`src/rtl/tile_pkg.sv`:
```
// Shared constants, types and helpers for the tile fetch pipeline.
package tile_pkg;

    localparam int unsigned H_ACTIVE_DEF = 640;
    localparam int unsigned V_ACTIVE_DEF = 480;
    localparam int unsigned TILE_SHIFT   = 3;
    localparam int unsigned MAP_COLS     = 80;
    localparam int unsigned MAP_ROWS     = 60;
    localparam int unsigned MAP_AW       = 13;
    localparam int unsigned PAT_AW       = 11;

    typedef logic [9:0] pix_coord_t;

    // Constant multiply as a sum of shifted copies; k is always an elaboration-time constant.
    function automatic logic [MAP_AW-1:0] shift_add(input logic [MAP_AW-1:0] a,
                                                    input int unsigned      k);
        logic [MAP_AW-1:0] acc;
        acc = '0;
        for (int unsigned i = 0; i < MAP_AW; i++) begin
            if (((k >> i) & 32'd1) != 32'd0) begin
                acc = acc + (a << i);
            end
        end
        return acc;
    endfunction

endpackage

```
`src/rtl/tile_addr_gen.sv`:
```
// Scrolled-coordinate wrap and tile-map address generation (purely combinational).
module tile_addr_gen
    import tile_pkg::*;
#(
    parameter int unsigned H_ACTIVE = H_ACTIVE_DEF,
    parameter int unsigned V_ACTIVE = V_ACTIVE_DEF
) (
    input  pix_coord_t        draw_x,
    input  pix_coord_t        draw_y,
    input  logic [9:0]        sx,
    input  logic [8:0]        sy,
    output logic [MAP_AW-1:0] map_addr_c,
    output logic [2:0]        col_c,
    output logic [2:0]        row_c,
    output logic              blank_c
);

    logic [10:0] sum_x;
    logic [10:0] sum_y;
    logic [9:0]  vx;
    logic [8:0]  vy;

    // A single conditional subtract suffices: both operands are already below the active size.
    always_comb begin
        sum_x = 11'(draw_x) + 11'(sx);
        sum_y = 11'(draw_y) + 11'(sy);
        vx    = (sum_x >= 11'(H_ACTIVE)) ? 10'(sum_x - 11'(H_ACTIVE)) : 10'(sum_x);
        vy    = (sum_y >= 11'(V_ACTIVE)) ? 9'(sum_y - 11'(V_ACTIVE))  : 9'(sum_y);
    end

    always_comb begin
        map_addr_c = shift_add(MAP_AW'(vy[8:TILE_SHIFT]), H_ACTIVE >> TILE_SHIFT)
                   + MAP_AW'(vx[9:TILE_SHIFT]);
        col_c      = vx[2:0];
        row_c      = vy[2:0];
        blank_c    = (11'(draw_x) >= 11'(H_ACTIVE)) || (11'(draw_y) >= 11'(V_ACTIVE));
    end

endmodule

```
`src/rtl/tile_fetcher.sv`:
```
// Per-pixel tile-map and pattern-row fetch, three register stages, one pixel per clock.
module tile_fetcher
    import tile_pkg::*;
#(
    parameter int unsigned H_ACTIVE = H_ACTIVE_DEF,
    parameter int unsigned V_ACTIVE = V_ACTIVE_DEF
) (
    input  logic              Clk,
    input  logic              Reset,
    input  logic              pixel_en,
    input  pix_coord_t        DrawX,
    input  pix_coord_t        DrawY,
    input  logic              frame_start,
    input  logic [9:0]        scroll_x,
    input  logic [8:0]        scroll_y,
    output logic [MAP_AW-1:0] map_addr,
    input  logic [7:0]        map_rdata,
    output logic [PAT_AW-1:0] pat_addr,
    input  logic [15:0]       pat_rdata,
    output logic [7:0]        export_pattern,
    output logic [1:0]        extend_color,
    output pix_coord_t        out_x,
    output pix_coord_t        out_y,
    output logic              out_valid
);

    logic [9:0]        sx;
    logic [8:0]        sy;

    logic [MAP_AW-1:0] map_addr_c;
    logic [2:0]        col_c;
    logic [2:0]        row_c;
    logic              blank_c;

    logic              v0;
    logic [2:0]        col0;
    logic [2:0]        row0;
    pix_coord_t        x0;
    pix_coord_t        y0;
    logic              blank0;

    logic              v1;
    logic [7:0]        code1;
    logic [2:0]        col1;
    pix_coord_t        x1;
    pix_coord_t        y1;
    logic              blank1;

    logic [1:0]        color_c;

    tile_addr_gen #(
        .H_ACTIVE (H_ACTIVE),
        .V_ACTIVE (V_ACTIVE)
    ) u_addr_gen (
        .draw_x     (DrawX),
        .draw_y     (DrawY),
        .sx         (sx),
        .sy         (sy),
        .map_addr_c (map_addr_c),
        .col_c      (col_c),
        .row_c      (row_c),
        .blank_c    (blank_c)
    );

    // Out-of-range scroll values fall back to zero; a strobe in the same cycle still sees the old values.
    always_ff @(posedge Clk or posedge Reset) begin
        if (Reset) begin
            sx <= '0;
            sy <= '0;
        end else if (frame_start) begin
            sx <= (11'(scroll_x) >= 11'(H_ACTIVE)) ? 10'd0 : scroll_x;
            sy <= (11'(scroll_y) >= 11'(V_ACTIVE)) ? 9'd0  : scroll_y;
        end
    end

    // Stage 0: map address; blanked pixels leave the address where it was.
    always_ff @(posedge Clk or posedge Reset) begin
        if (Reset) begin
            v0       <= 1'b0;
            map_addr <= '0;
            col0     <= '0;
            row0     <= '0;
            x0       <= '0;
            y0       <= '0;
            blank0   <= 1'b0;
        end else begin
            v0 <= pixel_en;
            if (pixel_en) begin
                if (!blank_c) begin
                    map_addr <= map_addr_c;
                end
                col0   <= col_c;
                row0   <= row_c;
                x0     <= DrawX;
                y0     <= DrawY;
                blank0 <= blank_c;
            end
        end
    end

    // Stage 1: pattern row address from the returned code.
    always_ff @(posedge Clk or posedge Reset) begin
        if (Reset) begin
            v1       <= 1'b0;
            pat_addr <= '0;
            code1    <= '0;
            col1     <= '0;
            x1       <= '0;
            y1       <= '0;
            blank1   <= 1'b0;
        end else begin
            v1 <= v0;
            if (v0) begin
                pat_addr <= {map_rdata, row0};
                code1    <= map_rdata;
                col1     <= col0;
                x1       <= x0;
                y1       <= y0;
                blank1   <= blank0;
            end
        end
    end

    // Pixel 0 sits in the top bit pair of the pattern row.
    always_comb begin
        color_c = 2'd0;
        case (col1)
            3'd0:    color_c = pat_rdata[15:14];
            3'd1:    color_c = pat_rdata[13:12];
            3'd2:    color_c = pat_rdata[11:10];
            3'd3:    color_c = pat_rdata[9:8];
            3'd4:    color_c = pat_rdata[7:6];
            3'd5:    color_c = pat_rdata[5:4];
            3'd6:    color_c = pat_rdata[3:2];
            default: color_c = pat_rdata[1:0];
        endcase
    end

    // Stage 2: outputs hold between valid pulses.
    always_ff @(posedge Clk or posedge Reset) begin
        if (Reset) begin
            out_valid      <= 1'b0;
            export_pattern <= '0;
            extend_color   <= '0;
            out_x          <= '0;
            out_y          <= '0;
        end else begin
            out_valid <= v1;
            if (v1) begin
                export_pattern <= blank1 ? 8'd0 : code1;
                extend_color   <= blank1 ? 2'd0 : color_c;
                out_x          <= x1;
                out_y          <= y1;
            end
        end
    end

endmodule

```
`config.mk`:
```
export PLATFORM = sky130hd
export DESIGN_NAME = tile_fetcher
export DESIGN_NICKNAME = d
export VERILOG_FILES = /design/src/rtl/tile_pkg.sv /design/src/rtl/tile_addr_gen.sv /design/src/rtl/tile_fetcher.sv
export SDC_FILE = /design/constraint.sdc
export NUM_CORES = 1
export LEC_CHECK = 0
export ABC_AREA = 1
export CORE_ASPECT_RATIO = 0.6
export CORE_UTILIZATION = 25
export CTS_BUF_LIST = sky130_fd_sc_hd__clkbuf_4
export DETAILED_ROUTE_END_ITERATION = 10
export GPL_TIMING_DRIVEN = 0
export SETUP_SLACK_MARGIN = 0.5
export SLEW_MARGIN = 10
export SYNTH_ARGS = -nofsm -noshare
export SYNTH_HDL_FRONTEND = slang
export SYNTH_HIERARCHICAL = 1
export SYNTH_SLANG_ARGS = --single-unit
```
`constraint.sdc`:
```
create_clock -name Clk -period 6.33 [get_ports Clk]
set_input_delay 1.266 -clock Clk [delete_from_list [all_inputs] [get_ports Clk]]
set_output_delay 1.266 -clock Clk [all_outputs]
set_load 0.03 [all_outputs]
```
# Word level (Yosys, flattened, before mapping)
# Index checks and enable logic that the tools add are counted.
[op_classes] addsub=6 n_lt_le_gt_ge=6 n_eq_ne=6 muxes=7 n_bitwise=1 reduce_logical=3
[ops] op="greater-or-equal comparator 10 bit, second input constant" n=2
[ops] op="2-to-1 mux 10 bit" n=2
[ops] op="2-to-1 mux 9 bit" n=2
[ops] op="one-hot mux 2 bit (7 select lines)" n=1
[ops] op="adder 10 x 12 -> 13 bit" n=1
[ops] op="adder 13 x 7 -> 13 bit" n=1
[ops] op="adder 10 x 10 -> 11 bit" n=1
[ops] op="adder 10 x 9 -> 11 bit" n=1
[ops] op="greater-or-equal comparator 11 x 10 -> 1 bit, second input constant" n=1
[ops] op="greater-or-equal comparator 11 x 9 -> 1 bit, second input constant" n=1
[ops] op="greater-or-equal comparator 10 x 9 -> 1 bit, second input constant" n=1
[ops] op="subtractor 10 bit, second input constant" n=1
[ops] op="== test 3 bit, second input constant" n=3
[ops] op="greater-or-equal comparator 9 bit, second input constant" n=1
[ops] op="subtractor 9 bit, second input constant" n=1
[ops] op="2-to-1 mux 8 bit" n=1
[ops] op="== test 3 x 2 -> 1 bit, second input constant" n=2
[ops] op="== test 3 x 1 -> 1 bit, second input constant" n=1
[ops] op="logical NOT 3 bit" n=1
[ops] op="2-to-1 mux 2 bit" n=1
[ops] op="AND reduction 2 bit" n=1
[ops] op="logical OR 1 bit" n=1
[ops] op="inverter 1 bit" n=1
[totals] register_bits=135 input_bits=67 out_inout_bits=55 word_cells=50

# Longest topological paths before layout
# Gate-level depths: netlist of run 1.
[depth] word_depth=5 mapped_depth=29 mapped_depth_nobuf=29

# Hierarchy
# Netlist of run 1, hierarchy kept.
[modules_own_cells] module="tile_fetcher" n_inst=1 cells_per_inst=537 area_per_inst_um2=4922.2 seq_area_each_um2=3178.0
[modules_own_cells] module="tile_addr_gen" n_inst=1 cells_per_inst=275 area_per_inst_um2=1652.8 seq_area_each_um2=0.0

# Worst setup path before layout of run 1
# No wires, ideal clock.
[synth_path] path_type="input port to flip-flop" from="input DrawX[0]" to="register map_addr[11]" setup_ps=118 arrival_time_ps=4576 required_ps=6212 slack_ps=1637 path_stages=23 n_path_buf=0 path_cell_list="ha_1 fa_1 nand4_1 nand3_1 nand3_1 nand2_1 xnor2_1 ha_1 o21ai_0 o21ai_0 fa_1 inv_1 fa_1 nand3_1 nand2_1 a21oi_1 inv_1 a21oi_1 inv_1 nand2_1 nand2_1 nand2_1 nand2_1"
[synth_between] elab_chain_len=4 word_cells_on_any_way=9 cone_classes="add/sub: 3; order compare: 2; mux: 1; bitwise: 1; reduce/logical: 2"
[synth_rtl] element="start: declaration" line="tile_fetcher.sv:11" rtl="input pix_coord_t DrawX,"
[synth_rtl] element="adder 10 x 10 -> 11 bit (*)" line="tile_addr_gen.sv:25" rtl="sum_x = 11'(draw_x) + 11'(sx);"
[synth_rtl] element="subtractor 10 bit / greater-or-equal comparator 11 x 10 -> 1 bit (equally long branches)" line="tile_addr_gen.sv:27" rtl="vx = (sum_x >= 11'(H_ACTIVE)) ? 10'(sum_x - 11'(H_ACTIVE)) : 10'(sum_x);"
[synth_rtl] element="2-to-1 mux 10 bit (*)" line="tile_addr_gen.sv:27"
[synth_rtl] element="adder 13 x 7 -> 13 bit (*)" line="tile_addr_gen.sv:33" rtl="+ MAP_AW'(vx[9:TILE_SHIFT]);"
[synth_rtl] element="named net map_addr_c[11]" line="tile_fetcher.sv:30" rtl="logic [MAP_AW-1:0] map_addr_c;"
[synth_rtl] element="end signal: assignment" line="tile_fetcher.sv:90" rtl="map_addr <= map_addr_c;"
[synth_rtl] element="end: declaration" line="tile_fetcher.sv:16" rtl="output logic [MAP_AW-1:0] map_addr,"
# Mark *: on every way through the listed nets, which the timed path passes. The rest lies on a longest branch.
# A chain may end at the register's enable or synchronous reset.

# Final worst setup path of run 1
# Ends and elaborated chain as after synthesis.

==> flow_metrics.env, run 1 <==
export IMPL_hold_viol_final=0
export IMPL_synthesis_nets=913
export IMPL_ys_seq_area_share_pct=48.33
export IMPL_cp_slowest_cell="fa_1"
export IMPL_period_share_pct=81.18
export IMPL_die_width_um=211.4
export IMPL_worstSetupEndpointType="flip-flop"
export IMPL_setup_viol=0
export IMPL_first_pass_iters=5
export IMPL_max_freq_mhz=194.6
export IMPL_clk_path_buf_depth=2
export IMPL_ant_nets=0
export IMPL_cts_htree_levels=4
export IMPL_start_util_pct=25.72
export IMPL_ys_warn_count=6
export IMPL_synthDistinctLibCells=37
export IMPL_power_density_nw_per_um2=301.8
export IMPL_maxCapViolCount=0
export IMPL_drive_gt1_share_pct=8.497
export IMPL_cts_made_buffers=17
export IMPL_grt_max_degree=82
export IMPL_post_cts_resized=0
export IMPL_worst_setup_path_type="in -> reg"
export IMPL_overflow=0
export IMPL_path_cells="clkdlybuf4s50_1, ha_1, fa_1, nand4_1, nand3_1, nand3_1, nand2_1, xnor2_1, ha_1, o21ai_0, o21ai_0, fa_1, inv_1, fa_1, nand3_1, nand2_1, a21oi_1, inv_1, a21oi_1, inv_1, nand2_1, nand2_1, nand2_1, nand2_1"
export IMPL_place_gp_congestion=0.8584
export IMPL_cp_max_fo=3
export IMPL_clk_pin_slew_worst_paths_ns=0.15
export IMPL_antenna_found_initial=2
export IMPL_rsz0062_at_grt="false"
export IMPL_hp_class="reg -> reg"
export IMPL_ios=122
export IMPL_cts_sinks=127
export IMPL_period_needed_ns=5.139
export IMPL_vias=5639
export IMPL_postSynthAreaPerCell_sq_um=8.097
export IMPL_clk_latency_ns=0.56
export IMPL_grt_use_total_pct=14.39
export IMPL_crit_top_cell="nand2_1"
export IMPL_coreArea_sq_um=25560
export IMPL_outcome="finished clean"
export IMPL_via_per_inst=4.275
export IMPL_drv_slew=0
export IMPL_syn_to_final_growth_pct=30.14
export IMPL_num_rows=45
export IMPL_cts_root_buffer="clkbuf_4"
export IMPL_portBuffers=120
export IMPL_tightest_slew_ns=0.5866
export IMPL_drt_iter0_markers=474
export IMPL_place_hpwl_um=14820
export IMPL_p_leak_uw=0.004280
export IMPL_cp_arrival_ns=5.60
export IMPL_startpoint_type="input port"
export IMPL_die_y_um=127.6
export IMPL_drc_errors=0
export IMPL_tritoncts="built"
export IMPL_grt_pass1_wl_um=29880
export IMPL_ys_ff_latch=127
export IMPL_syn_inst=812
export IMPL_wl_per_cell_um=14.01
export IMPL_nNetsFinal=1053
export IMPL_die_area_sq_um=26970
export IMPL_postCtsSetupBuffers=0
export IMPL_required_ns=6.79
export IMPL_hold_buffers=0
export IMPL_ir_worst_vdd_mv=0.1495
export IMPL_grt_pass1_vias=5507
export IMPL_critPathTopFamily="adder cells"
export IMPL_critical_path_buf_inv_count=4
export IMPL_max_stage_delay_ns=0.58
export IMPL_finalSetupTns_ns=0
export IMPL_worst_clock_skew_ns=0.03111
export IMPL_hold_ws_ns=0.3890
export IMPL_maxSlewHeadroom_pct=60.89
export IMPL_routed_wl_um=18480
export IMPL_syn_area_sq_um=6575
[kinds of logic after synthesis]
| kind of cell | after synthesis | synth area share, % |
|---|---|---|
| xor gates and xnor gates | 13 | 1.846 |
| muxes | 1 | 0.1713 |
| adders and majority gates | 34 | 6.927 |
| buffers and inverters | 142 | 8.601 |
| DFF | 127 | 48.33 |
| and+or+nand+nor | 378 | 24.83 |
| AOI/OAI and AO/OA | 117 | 9.286 |
[worst register-to-register path: cells and delay by family (launching register included)]
family                   cells  cell delay, ns
buffers and inverters        3            0.18
flip-flops                   1            0.42
AND/OR/NAND/NOR             10            0.84
XOR/XNOR                     1            0.18
adder cells (fa/ha/maj)      5            1.97
AO/OA/AOI/OAI                4            0.66
[cell usage after synthesis (all sizes together)]
| cell type | n | share of area, % |
|---|---|---|
| a21boi | 1 | 0.11 |
| nand3 | 52 | 4.3 |
| nand4 | 12 | 1.1 |
| mux2 | 1 | 0.17 |
| o21bai | 4 | 0.51 |
| nand2 | 274 | 17 |
| buf | 17 | 1.4 |
| o21ai | 90 | 6.9 |
| a21oi | 20 | 1.6 |
| nand3b | 1 | 0.11 |
| inv | 117 | 6.7 |
| a21o | 1 | 0.11 |
| fa | 4 | 1.2 |
| xor2 | 10 | 1.3 |
| xnor2 | 3 | 0.51 |
| clkbuf | 8 | 0.46 |
| and2 | 1 | 0.095 |
| dfrtp | 127 | 48 |
| a211oi | 1 | 0.11 |
| or2 | 1 | 0.095 |
| nor3 | 1 | 0.076 |
| ha | 30 | 5.7 |
| nor2 | 36 | 2.3 |
[where the power goes]
group          switching (uW)  leakage, uW  internal, uW
clock                     362     0.000154           247
combinational             594      0.00254           386
sequential               68.2      0.00158           926
total                    1020      0.00428          1560
[routing by layer]
layer | wire, um | GRT usage, % | share of wire (%)
met1 | 10300 | 23.12 | 56
met2 | 6916 | 18.90 | 37
met3 | 1096 | 3.319 | 5.9
met4 | 167 | 2.941 | 0.90
met5 | 0 | 0 | 0
[cells in the final DEF, fill, tap and decap left out, types with 17 or more instances in the layout]
| cell type | instances |
|---|---|
| inv_1 | 107 |
| dfrtp_1 | 127 |
| o21ai_0 | 88 |
| clkdlybuf4s50_1 | 120 |
| nand2_1 | 261 |
| nand3_1 | 48 |
| nor2_1 | 33 |
| a21oi_1 | 19 |
| clkbuf_4 | 17 |
| ha_1 | 30 |
[sequential cells by signal, summed over array words and instances, names as in the netlist, 2 cells and up]
name            count
x1                 10
x0                 10
map_addr           13
out_y              10
export_pattern      8
col1                3
y0                 10
extend_color        2
out_x              10
y1                 10
pat_addr           11
col0                3
row0                3
sy                  9
sx                 10
[layout make-up]
type | instances | area, sq um
timing repair buffer | 121 | 1229
clock buffer | 17 | 127.6
inverter | 117 | 446.7
antenna | 2 | 5.005
clock inverter | 15 | 175.2
sequential | 127 | 3178
tap | 352 | 440.4
buffer | 25 | 123.9
fill | 2756 | 17010
multi-input combinational | 543 | 2831
[final timing paths]
path / endpoint / from / slack (ns) / cells after the start
worst max-delay path: map_addr[11] / DrawX[0] / 1.19 / 24
worst min-delay path: v1 / v0 / 0.39 / 0
worst max register to register: map_addr[11] / sx[0] / 1.98 / 23
worst min register to register: v1 / v0 / 0.39 / 0
max in group asynchronous: x0[3] / Reset / 4.47 / 3
min in group asynchronous: export_pattern[2] / Reset / 1.10 / 2
[per-stage QoR]
stage,utilization (%),power (uW),worst slack [ns],std cells,instance area (sq um)
after global placement,32.14,1973,-0.3525,1284,8217
after CTS,33.46,2608,1.266,1317,8552
after global routing,33.47,2774,0.8526,1318,8554
final,33.48,2583,1.191,1319,8557
after detailed placement,32.27,1994,0.6625,1285,8249
after floorplan,-,1644,1.637,812,6575
No activity file was read; power rests on OpenSTA's default activity.
==> run 2, diff against run 1 <==
Clock period 6.33 ns to 4.7 ns, I/O delays scaled along.
==> run 2 against run 1 <==
Core utilization up 1.7 points. Critical endpoint unchanged. Clock power up 46%. Via count up 2.2%. Non-clock buffer count rose by 10. First-iteration DRC count down 15%. Global-route usage increased by 0.058 points. Combinational power grew 47%. Setup slack got worse by 0.51 ns. Register-to-register slack lost 1.2 ns. Worst hold slack better by 0.021 ns.
==> flow_metrics.env, run 2 (synthesized netlist as in run 1, its figures left out) <==
export IMPL_globalRouteMet3Util_pct=3.171
export IMPL_overflow=0
export IMPL_routed_wl_um=18930
export IMPL_min_path_cells=0
export IMPL_regToRegEndpoint="map_addr[11]"
export IMPL_startpoint_type="input port"
export IMPL_syn_to_final_growth_pct=36.63
export IMPL_cts_sinks=127
export IMPL_antenna_found_initial=0
export IMPL_grt_busiest_layer="met1"
export IMPL_num_rows=45
export IMPL_clk_latency_ns=0.54
export IMPL_dp_cells=1287
export IMPL_coreArea_sq_um=25560
export IMPL_hp_start="v0"
export IMPL_worst_clock_skew_ns=0.03279
export IMPL_vias=5763
export IMPL_top_register="map_addr"
export IMPL_antennaDiodeCount=0
export IMPL_period_share_pct=85.44
export IMPL_clk_pin_slew_worst_paths_ns=0.14
export IMPL_cts_made_buffers=17
export IMPL_grtUsageMet1_pct=23.16
export IMPL_grt_use_total_pct=14.45
export IMPL_tritoncts="built"
export IMPL_maxCapViolCount=0
export IMPL_place_hpwl_um=14920
export IMPL_largest_reg_flops=13
export IMPL_cts_root_buffer="clkbuf_4"
export IMPL_first_pass_iters=5
export IMPL_cp_arrival_ns=4.46
export IMPL_nNetsFinal=1063
export IMPL_wl_per_cell_um=14.26
export IMPL_holdPathEnd="v1"
export IMPL_p_leak_uw=0.004449
export IMPL_period_needed_ns=4.016
export IMPL_drt_iter0_markers=405
export IMPL_layout_common_cells="nand2_1, dfrtp_1, inv_1, clkdlybuf4s50_1, o21ai_0"
export IMPL_dpl_worst_slack_ns=-0.6020
export IMPL_nFillCells=2700
export IMPL_cts_htree_levels=4
export IMPL_die_width_um=211.4
export IMPL_grt_max_degree=36
export IMPL_hold_viol_final=0
export IMPL_drive_gt1_share_pct=14.15
export IMPL_setup_ws_ns=0.6844
export IMPL_portBuffers=120
export IMPL_place_gp_congestion=0.8718
export IMPL_outcome="finished clean"
export IMPL_worst_setup_path_type="in -> reg"
export IMPL_start_util_pct=25.72
export IMPL_tightest_slew_ns=0.7499
export IMPL_met2_usage_pct=19.08
export IMPL_required_ns=5.15
export IMPL_power_density_nw_per_um2=409.1
export IMPL_fin_cells=1327
export IMPL_ir_worst_vdd_mv=0.1785
export IMPL_die_y_um=127.6
export IMPL_reg_largest_list="map_addr (13), pat_addr (11)"
export IMPL_drc_errors=0
export IMPL_r2r_cells=26
export IMPL_rsz0062_at_grt="true"
export IMPL_ios=122
export IMPL_worstSetupEndpointType="flip-flop"
export IMPL_drv_slew=0
export IMPL_hold_ws_ns=0.4102
export IMPL_via_per_inst=4.343
export IMPL_final_common_cell="nand2_1"
export IMPL_die_area_sq_um=26970
export IMPL_maxSlewHeadroom_pct=49.90
export IMPL_cp_max_fo=3
export IMPL_max_freq_mhz=249.0
export IMPL_grt_pass1_vias=5459
export IMPL_hold_buffers=0
export IMPL_clk_path_buf_depth=2
export IMPL_power_uw=3675
export IMPL_grt_pass1_wl_um=29820
export IMPL_ff2ff_setup_slack_ns=0.78
export IMPL_hp_class="reg -> reg"
export IMPL_r2r_start="sx[0]"
export IMPL_ant_nets=0
export IMPL_setup_viol=0
-- run 2: final cells by class --
| type | instances | area [sq um] | share of cell area [%] |
|---|---|---|---|
| repair buffers | 131 | 1321 | 14.71 |
| clock inverters | 15 | 210.2 | 2.340 |
| multi-input cells | 543 | 3136 | 34.90 |
| clock buffers | 17 | 127.6 | 1.421 |
| flip-flops and latches | 127 | 3179 | 35.39 |
| well taps | 352 | 440.4 | 4.903 |
| plain buffers | 25 | 123.9 | 1.379 |
| inverters | 117 | 445.4 | 4.958 |
-- run 2: repair_timing --
| item | 4_1_cts | 5_1_grt |
|---|---|---|
| setup endpoints to repair | 6 | 4 |
| hold endpoints to repair | 0 | 0 |
| gates resized for setup | 39 | 41 |
| setup buffers | 3 | 5 |
| pin swaps | 2 | 19 |
-- run 2: worst max-delay path by stage --
stage	start	end	slack [ns]	cells after the start
final	DrawX[0]	map_addr[11]	0.68	27
after global routing	DrawX[0]	map_addr[11]	0.48	27
after CTS	DrawX[7]	map_addr[11]	0.50	24
after detailed placement	DrawY[0]	map_addr[11]	-0.60	28
after global placement	DrawY[0]	map_addr[11]	-0.55	28
after floorplan	DrawY[0]	map_addr[11]	0.39	28
-- run 2: power breakdown --
part           leakage (uW)  total, uW  switching [uW]  internal, uW
clock network      0.000173        888             458           430
registers           0.00158       1340            97.6          1250
logic               0.00269       1440             846           597
total               0.00445       3670            1400          2270
-- run 2: routing by layer --
layer	part of all wire, %	wire [um]	vias to the layer above
met2	39	7356	156
li1	-	-	2873
met1	55	10350	2717
met4	1.1	216	0
met5	0	0	-
met3	5.3	1004	17
-- run 2: through the flow --
step	TNS (ns)	util, %	area (sq um)
6_report	0	35.14	8984
5_1_grt	0	35.14	8984
4_1_cts	0	34.46	8810
3_5_place_dp	-2.136	32.42	8287
3_3_place_gp	-1.732	32.18	8227
2_1_floorplan	0	-	6585
-- run 2: worst max-delay path: stages --
cell	delay [ns]
clkbuf_2	0.13
ha_4	0.18
fa_2	0.42
nand4_1	0.11
nand3_2	0.10
nand3_2	0.09
nand2_1	0.09
xnor2_2	0.18
ha_2	0.23
o21ai_1	0.07
inv_1	0.09
nand2_1	0.08
nand2_1	0.07
nand2_1	0.09
ha_1	0.29
ha_2	0.20
fa_2	0.36
nand3_1	0.11
nand2_2	0.08
a21oi_2	0.13
inv_1	0.06
a21oi_2	0.12
inv_1	0.05
nand2_1	0.06
nand2_1	0.04
nand2_1	0.06
nand2_1	0.04
